[src/rtl/fetch_queue.sv]
// rtl/fetch_queue.sv - WISC-15 instruction fetch stage: PC, I-mem issue, tagged FIFO to decode (optional macro FETCH_BYPASS_EN)
module fetch_queue #(
    parameter int DEPTH  = 4,
    parameter int ADDR_W = 16
) (
    input  logic              clk,
    input  logic              rst,
    output logic [ADDR_W-1:0] im_addr,
    output logic              im_rd_en,
    input  logic [15:0]       im_instr,
    input  logic              redirect,
    input  logic [ADDR_W-1:0] redirect_pc,
    input  logic              halt,
    output logic [15:0]       instr_out,
    output logic [ADDR_W-1:0] instr_pc,
    output logic              instr_valid,
    input  logic              instr_ready,
    output logic              halted
);

    localparam int PTR_W = (DEPTH > 1) ? $clog2(DEPTH) : 1;
    localparam int CNT_W = PTR_W + 1;

    typedef enum logic {
        S_RUN    = 1'b0,
        S_HALTED = 1'b1
    } state_t;

    state_t            r_state;
    logic              r_halted;
    logic [ADDR_W-1:0] r_fetch_pc;
    logic [ADDR_W-1:0] r_pend_pc;
    logic              r_pending;

    logic [15:0]       r_mem_instr [DEPTH];
    logic [ADDR_W-1:0] r_mem_pc    [DEPTH];
    logic [PTR_W-1:0]  r_rd_ptr;
    logic [PTR_W-1:0]  r_wr_ptr;
    logic [CNT_W-1:0]  r_count;

    logic              w_run;
    logic              w_flush;
    logic              w_issue;
    logic              w_resp;
    logic              w_empty;
    logic              w_push;
    logic              w_pop;
    logic [CNT_W-1:0]  w_occ;
`ifdef FETCH_BYPASS_EN
    logic              w_byp;
`endif

    // Slots already committed = buffered entries plus the one response in flight;
    // issuing only while this is below DEPTH means a push never meets a full FIFO.
    assign w_run   = (r_state == S_RUN);
    assign w_flush = w_run & (redirect | halt);
    assign w_occ   = r_count + CNT_W'(r_pending);
    assign w_issue = !rst & w_run & !halt & (redirect | (w_occ < CNT_W'(DEPTH)));
    assign w_resp  = r_pending & !w_flush;
    assign w_empty = (r_count == '0);

    assign im_addr  = redirect ? redirect_pc : r_fetch_pc;
    assign im_rd_en = w_issue;
    assign halted   = r_halted;

`ifdef FETCH_BYPASS_EN
    // A response landing on an empty FIFO goes straight to decode.
    assign w_byp  = !rst & w_resp & w_empty;
    assign w_push = w_resp & !(w_byp & instr_ready);
    assign w_pop  = instr_valid & instr_ready & !w_flush & !w_byp;
`else
    assign w_push = w_resp;
    assign w_pop  = instr_valid & instr_ready & !w_flush;
`endif

    // Head presentation: FIFO head register, overridden by the bypass path when enabled.
    always_comb begin
        instr_valid = !w_empty;
        instr_out   = r_mem_instr[r_rd_ptr];
        instr_pc    = r_mem_pc[r_rd_ptr];
`ifdef FETCH_BYPASS_EN
        if (w_byp) begin
            instr_valid = 1'b1;
            instr_out   = im_instr;
            instr_pc    = r_pend_pc;
        end
`endif
    end

    // Run/halt state machine plus fetch PC and in-flight request tracking.
    always_ff @(posedge clk) begin
        if (rst) begin
            r_state    <= S_RUN;
            r_halted   <= 1'b0;
            r_fetch_pc <= '0;
            r_pend_pc  <= '0;
            r_pending  <= 1'b0;
        end else begin
            case (r_state)
                S_RUN: begin
                    if (halt) begin
                        r_state   <= S_HALTED;
                        r_halted  <= 1'b1;
                        r_pending <= 1'b0;
                    end else begin
                        r_pending <= w_issue;
                        if (w_issue) begin
                            r_pend_pc  <= im_addr;
                            r_fetch_pc <= im_addr + ADDR_W'(1);
                        end
                    end
                end
                S_HALTED: begin
                    r_halted  <= 1'b1;
                    r_pending <= 1'b0;
                end
                default: begin
                    r_state   <= S_HALTED;
                    r_halted  <= 1'b1;
                    r_pending <= 1'b0;
                end
            endcase
        end
    end

    // Instruction FIFO: flushed on redirect/halt, simultaneous push and pop allowed at any fill.
    always_ff @(posedge clk) begin
        if (rst) begin
            r_rd_ptr <= '0;
            r_wr_ptr <= '0;
            r_count  <= '0;
            for (int i = 0; i < DEPTH; i++) begin
                r_mem_instr[i] <= '0;
                r_mem_pc[i]    <= '0;
            end
        end else if (w_flush) begin
            r_rd_ptr <= '0;
            r_wr_ptr <= '0;
            r_count  <= '0;
        end else begin
            if (w_push) begin
                r_mem_instr[r_wr_ptr] <= im_instr;
                r_mem_pc[r_wr_ptr]    <= r_pend_pc;
                r_wr_ptr              <= r_wr_ptr + PTR_W'(1);
            end
            if (w_pop) begin
                r_rd_ptr <= r_rd_ptr + PTR_W'(1);
            end
            case ({w_push, w_pop})
                2'b10:   r_count <= r_count + CNT_W'(1);
                2'b01:   r_count <= r_count - CNT_W'(1);
                default: r_count <= r_count;
            endcase
        end
    end

endmodule

[config.mk]
export PLATFORM = sky130hd
export DESIGN_NAME = fetch_queue
export DESIGN_NICKNAME = d
export VERILOG_FILES = /design/src/rtl/fetch_queue.sv
export SDC_FILE = /design/constraint.sdc
export NUM_CORES = 1
export LEC_CHECK = 0
export CORE_UTILIZATION = 40
export CTS_CLUSTER_SIZE = 12
export DETAILED_ROUTE_END_ITERATION = 16
export SLEW_MARGIN = 25
export SYNTH_ARGS = -nofsm -noshare
export SYNTH_HDL_FRONTEND = slang
export SYNTH_SLANG_ARGS = --single-unit
[constraint.sdc]
create_clock -name clk -period 2.58 [get_ports clk]
set_input_delay 0.516 -clock clk [delete_from_list [all_inputs] [get_ports clk]]
set_output_delay 0.516 -clock clk [all_outputs]
set_load 0.01 [all_outputs]
==> impl_metrics.env, run 1 <==
export IMPL_r2r_slack_ns=0.47
export IMPL_vias_per_cell=5.147
export IMPL_whs_path_depth=2
export IMPL_status="complete, no violations"
export IMPL_ir_drop_mv=0.5293
export IMPL_grt_pass1_wl_mm=27.92
export IMPL_num_vias=5044
export IMPL_worstRegToRegCells=8
export IMPL_slew_limit_headroom_pct=59.82
export IMPL_synth_area_leaders="edfxtp_1 (50%), dfxtp_1 (12%), mux4_2 (9.4%), nor2_1 (5.0%), nand2_1 (2.2%)"
export IMPL_final_net_count=773
export IMPL_grt_max_degree=40
export IMPL_port_buffers=87
export IMPL_synth_edf_count=128
export IMPL_synth_fa_ha_area_share_pct=0.5881
export IMPL_grt_use_met2_pct=32.29
export IMPL_synth_xor_area_share_pct=1.715
export IMPL_clockBufferDepth=2
export IMPL_cts_num_sinks=172
export IMPL_finalSetupViolCount=0
export IMPL_worstMarginPinSlew_ns=0.6027
export IMPL_syn_inst=606
export IMPL_clock_fmax_mhz=407.7
export IMPL_power_density_nw_per_um2=645.2
export IMPL_use_met1_pct=24.38
export IMPL_critical_path_class="reg -> out"
export IMPL_htree_levels=4
export IMPL_clock_latency_ns=0.42
export IMPL_path_clk_slew_ns=0.06
export IMPL_skew_ns=0.009131
export IMPL_synthArstFlopShare_pct=0
export IMPL_synth_compound_area_share_pct=3.741
export IMPL_grt_pass1_vias=5237
export IMPL_drt_iter0_drc=289
export IMPL_die_w_um=140.4
export IMPL_grt_usage_pct=18.83
export IMPL_yosysTopAreaCellShare_pct=50.19
export IMPL_synth_distinct_cells=50
export IMPL_busiest_layer="met2"
export IMPL_tns_ns=0
export IMPL_ys_ff_latch=172
export IMPL_numCtsBuffers=17
export IMPL_cp_required_ns=2.06
export IMPL_min_path_type="reg -> reg"
export IMPL_yosys_area_top_type="edfxtp_1"
export IMPL_synth_top_family_by_area="simple AND/OR/NAND/NOR gates"
export IMPL_synth_top_flop_cell="edfxtp_1"
export IMPL_drc_errors=0
export IMPL_start_kind="register"
export IMPL_crit_fanout=6
export IMPL_layout_min_cycle_time_ns=2.453
export IMPL_drt_pre_antenna_iters=4
export IMPL_drive_gt1_share_pct=18.90
export IMPL_holdBufCountCts=0
export IMPL_die_h_um=140.4
export IMPL_r2r_end="r_count[2]"
export IMPL_stdcell_count=980
export IMPL_coreArea_um2=18710
export IMPL_overflow=0
export IMPL_num_rows=50
export IMPL_rr_startpoint="r_state"
export IMPL_place_hpwl_mm=11.01
export IMPL_antenna_found_initial=0
export IMPL_met3_usage_pct=3.350
export IMPL_dp_slack_ns=-0.1908
export IMPL_wl_per_cell_um=17.73
export IMPL_synthSimpleGateAreaFrac_pct=15.52
export IMPL_netlist_area_um2=7659
export IMPL_synth_area_mux_share_pct=12.45
export IMPL_dp_cells=944
export IMPL_gp_congestion=0.8367
export IMPL_diodes=0
export IMPL_holdPathEnd="r_fetch_pc[14]"
export IMPL_min_delay_start="r_fetch_pc[14]"
export IMPL_syn2layout_area_growth_pct=27.72
export IMPL_syn_nets=646
export IMPL_dieArea_um2=19700
export IMPL_drv_cap=0
export IMPL_power_mw=6.311
export IMPL_synth_avg_cell_area_um2=12.64
export IMPL_ys_warn_count=0
export IMPL_fin_crit_sh_pct=95.07
export IMPL_cp_arrival_ns=1.94
export IMPL_finalMaxSlewViolations=0
export IMPL_leakage_nw=3.847
export IMPL_hold_viol_final=0
export IMPL_fin_ws_ns=0.1273
export IMPL_yosysSeqAreaShare_pct=61.69
export IMPL_pin_count=88
export IMPL_grt_setup_unrepaired="false"
export IMPL_ant_nets=0
export IMPL_critPathCaptureType="output port"
export IMPL_cts_tree="yes"
export IMPL_routed_wirelength_mm=17.38
export IMPL_initial_core_util_pct=40.94
export IMPL_clock_root_buffer="clkbuf_16"
-- layout by cell type (no fill, tap or decap), types with 13 or more instances in the layout --
master	Yosys	layout
mux4_2	32	32
nand2b_1	18	17
buf_4	2	44
nand2_1	45	45
inv_1	39	39
dlygate4sd2_1	0	31
edfxtp_1	128	128
clkdlybuf4s50_1	0	56
clkbuf_16	0	17
o21ai_0	13	13
nor2_1	103	103
dfxtp_1	44	42
and2_1	21	21
mux2i_1	15	15
-- through the flow --
stage               utilization (%)  hold WS (ns)  cell area [um^2]
floorplan                         -        0.4312              7661
global placement              48.88        0.4537              9143
detailed placement            48.88        0.4572              9143
CTS                           52.11        0.4726              9747
global route                  52.29        0.5118              9782
finish                        52.29        0.4745              9782
-- cell families (layout without fill, tap and decap cells) --
| kind of cell | after synthesis | count (layout) |
|---|---|---|
| and+or+nand+nor | 245 | 245 |
| muxes | 54 | 54 |
| adders and majority gates | 3 | 3 |
| DFF | 172 | 172 |
| xor gates and xnor gates | 15 | 15 |
| buffers and inverters | 74 | 214 |
| AOI/OAI and AO/OA | 43 | 43 |
-- routing by layer --
layer,up-vias,share of wire [%]
met3,12,4.7
met2,144,50
li1,2407,-
met4,0,0.76
met1,2481,45
met5,-,0
-- how the worst max path moves through the flow --
stage | from | endpoint | slack (ns) | cells past startpoint
6_report | register | instr_pc[6] | 0.13 | 4
2_1_floorplan | redirect | r_mem_instr[0][0] | 0.05 | 7
5_1_grt | register | instr_out[10] | 0.05 | 4
4_1_cts | register | instr_out[11] | 0.003 | 3
3_5_place_dp | redirect | r_count[2] | -0.19 | 9
3_3_place_gp | redirect | r_fetch_pc[14] | -0.11 | 9
-- critical path, cell delays in order (launching register included) --
cell and delay [ns]:
dfxtp_4 0.41, buf_16 0.14, buf_4 0.16, mux4_2 0.51
dlygate4sd2_1 0.30
-- synthesized netlist by cell type, types with 4 or more instances --
cell type and instances:
a211oi_1 5, mux2_2 6, nor3_1 4, xnor2_1 9
buf_6 4, and2_1 21, inv_1 39, xor2_1 6
nand2_1 45, and3_1 10, mux4_2 32, nand4b_1 4
edfxtp_1 128, clkbuf_2 4, mux2i_1 15, or2_2 4
nand3_1 10, nand3b_1 8, nand4_1 7, or3_1 4
buf_2 7, dfxtp_1 44, nand2b_1 18, nor2_1 103
clkbuf_1 16, o22ai_1 4, a21oi_1 8, o21ai_0 13
-- power breakdown --
part           switching [mW]  total, mW  internal, mW
clock                    1.09       2.64          1.54
combinational           0.272      0.546         0.274
sequential             0.0535       3.13          3.08
-- state kept, by name, summed over array words and instances (netlist names), named ones only --
register,count
halted,1
r_count,3
r_fetch_pc,16
r_mem_instr,64
r_mem_pc,64
r_pend_pc,16
r_pending,1
r_rd_ptr,2
r_state,1
r_wr_ptr,2
-- final cells by class --
cell class | instances | area, um^2
Tap cell | 234 | 292.8
Clock buffer | 17 | 425.4
Clock inverter | 15 | 186.4
Multi-Input combinational cell | 360 | 2608
Fill cell | 1606 | 8924
Timing Repair Buffer | 142 | 1390
Inverter | 40 | 150.1
Sequential cell | 172 | 4730
-- repair_timing --
| action | in CTS | in global routing |
|---|---|---|
| cloned | 1 | 0 |
| endpoints found under the setup margin | 49 | 3 |
| buffers inserted | 0 | 3 |
| gates resized for setup | 34 | 0 |
| hold endpoints to repair | 0 | 0 |
Note: power is estimated with default switching activity, not from simulation.
==> inputs of run 2 (changes only) <==
CAP_MARGIN = 20   (was default)
==> results of run 2 <==
Final layout, timing and power as in run 1 (identical DEF).
==> inputs of run 3 (changes only) <==
SKIP_LAST_GASP = 1   (was default)
==> impl_metrics.env, run 3 (synthesis gave the netlist of run 1 again) <==
export IMPL_reg_largest_list="r_mem_instr (64), r_mem_pc (64)"
export IMPL_ir_drop_mv=0.5297
export IMPL_final_cell_mix="edfxtp_1 (128), nor2_1 (103), clkdlybuf4s50_1 (61)"
export IMPL_drive_gt1_share_pct=19.14
export IMPL_clock_fmax_mhz=394.2
export IMPL_wl_per_cell_um=17.95
export IMPL_dp_cells=944
export IMPL_initial_core_util_pct=40.94
export IMPL_coreArea_um2=18710
export IMPL_grt_max_degree=40
export IMPL_cp_required_ns=2.06
export IMPL_routed_wirelength_mm=17.61
export IMPL_fin_hold_ws_ns=0.4751
export IMPL_cts_num_sinks=172
export IMPL_cp_arrival_ns=2.02
export IMPL_antenna_found_initial=0
export IMPL_gp_congestion=0.8367
export IMPL_crit_fanout=8
export IMPL_slew_limit_headroom_pct=58.02
export IMPL_r2r_slack_ns=0.45
export IMPL_numCtsBuffers=17
export IMPL_critPathCaptureType="output port"
export IMPL_drc_errors=0
export IMPL_status="complete, no violations"
export IMPL_start_kind="register"
export IMPL_num_vias=5074
export IMPL_min_path_type="reg -> reg"
export IMPL_path_clk_slew_ns=0.06
export IMPL_skew_ns=0.007924
export IMPL_num_rows=50
export IMPL_grt_pass1_wl_mm=27.86
export IMPL_fin_crit_sh_pct=98.32
export IMPL_final_common_cell="edfxtp_1"
export IMPL_final_net_count=774
export IMPL_grt_pass1_vias=5237
export IMPL_cts_tree="yes"
export IMPL_stdcell_count=981
export IMPL_worstMarginPinSlew_ns=0.6297
export IMPL_layout_min_cycle_time_ns=2.537
export IMPL_drv_cap=0
export IMPL_clock_latency_ns=0.42
export IMPL_overflow=0
export IMPL_drt_pre_antenna_iters=5
export IMPL_diodes=0
export IMPL_final_area_um2=9916
export IMPL_port_buffers=87
export IMPL_place_hpwl_mm=11.01
export IMPL_htree_levels=4
export IMPL_die_h_um=140.4
export IMPL_power_density_nw_per_um2=637.7
export IMPL_ant_nets=0
export IMPL_leakage_nw=4.101
export IMPL_finalMaxSlewViolations=0
export IMPL_vias_per_cell=5.172
export IMPL_clock_root_buffer="clkbuf_16"
export IMPL_syn2layout_area_growth_pct=29.47
export IMPL_finalSetupViolCount=0
export IMPL_die_w_um=140.4
export IMPL_pin_count=88
export IMPL_grt_usage_pct=18.78
export IMPL_worstRegToRegCells=8
export IMPL_clockBufferDepth=2
export IMPL_whs_path_depth=2
export IMPL_hold_viol_final=0
export IMPL_drt_iter0_drc=296
export IMPL_dieArea_um2=19700
export IMPL_placed_area_um2=9143
export IMPL_critical_path_class="reg -> out"
run 3: per-stage QoR:
stage | setup TNS [ns] | setup WS [ns] | total power, mW | util [%]
floorplan | 0 | 0.05164 | 3.439 | -
global placement | -1.489 | -0.1097 | 3.747 | 48.88
detailed placement | -3.284 | -0.1908 | 3.758 | 48.88
CTS | -1.053 | -0.07838 | 6.380 | 52.30
global route | -0.001105 | -0.0007185 | 6.546 | 53.01
finish | 0 | 0.04328 | 6.323 | 53.01
run 3: critical path, cell delays in order, from the launching register on:
cell and delay (ns):
dfxtp_4 0.42, buf_16 0.17, mux4_2 0.51, clkdlybuf4s50_1 0.49
run 3: path summary, 6_finish.rpt:
kind,startpoint,end
setup / recovery,register,instr_out[3]
hold reg to reg,r_fetch_pc[14],r_fetch_pc[14]
hold / removal,r_fetch_pc[14],r_fetch_pc[14]
setup reg to reg,r_state,r_count[2]
run 3: metal layers:
layer	part of all wire, %	track usage [%]	wire [um]
met5	0	0	0
met4	0.68	5.552	120
met3	4.9	3.350	858
met2	50	32.13	8780
met1	45	24.36	7845
run 3: area by class of cell:
cell class | instances | area [um^2]
flip-flops and latches | 172 | 4730
multi-input cells | 360 | 2611
repair buffers | 143 | 1520
clock buffers | 17 | 425.4
clock inverters | 15 | 186.4
inverters | 40 | 150.1
well taps | 234 | 292.8
fillers | 1587 | 8790
run 3: power breakdown:
group | total (mW) | switching (mW) | internal, mW | leakage (nW)
Clock | 2.63 | 1.09 | 1.54 | 0.295
Sequential | 3.13 | 0.0534 | 3.08 | 1.69
Combinational | 0.558 | 0.273 | 0.285 | 2.12
Total | 6.32 | 1.42 | 4.91 | 4.10
run 3: timing repair:
action / CTS / global route
hold buffers: 0 / 0
endpoints found under the setup margin: 49 / 33
gates resized for setup: 3 / 27
buffers inserted: 0 / 2
cloned: 1 / 2
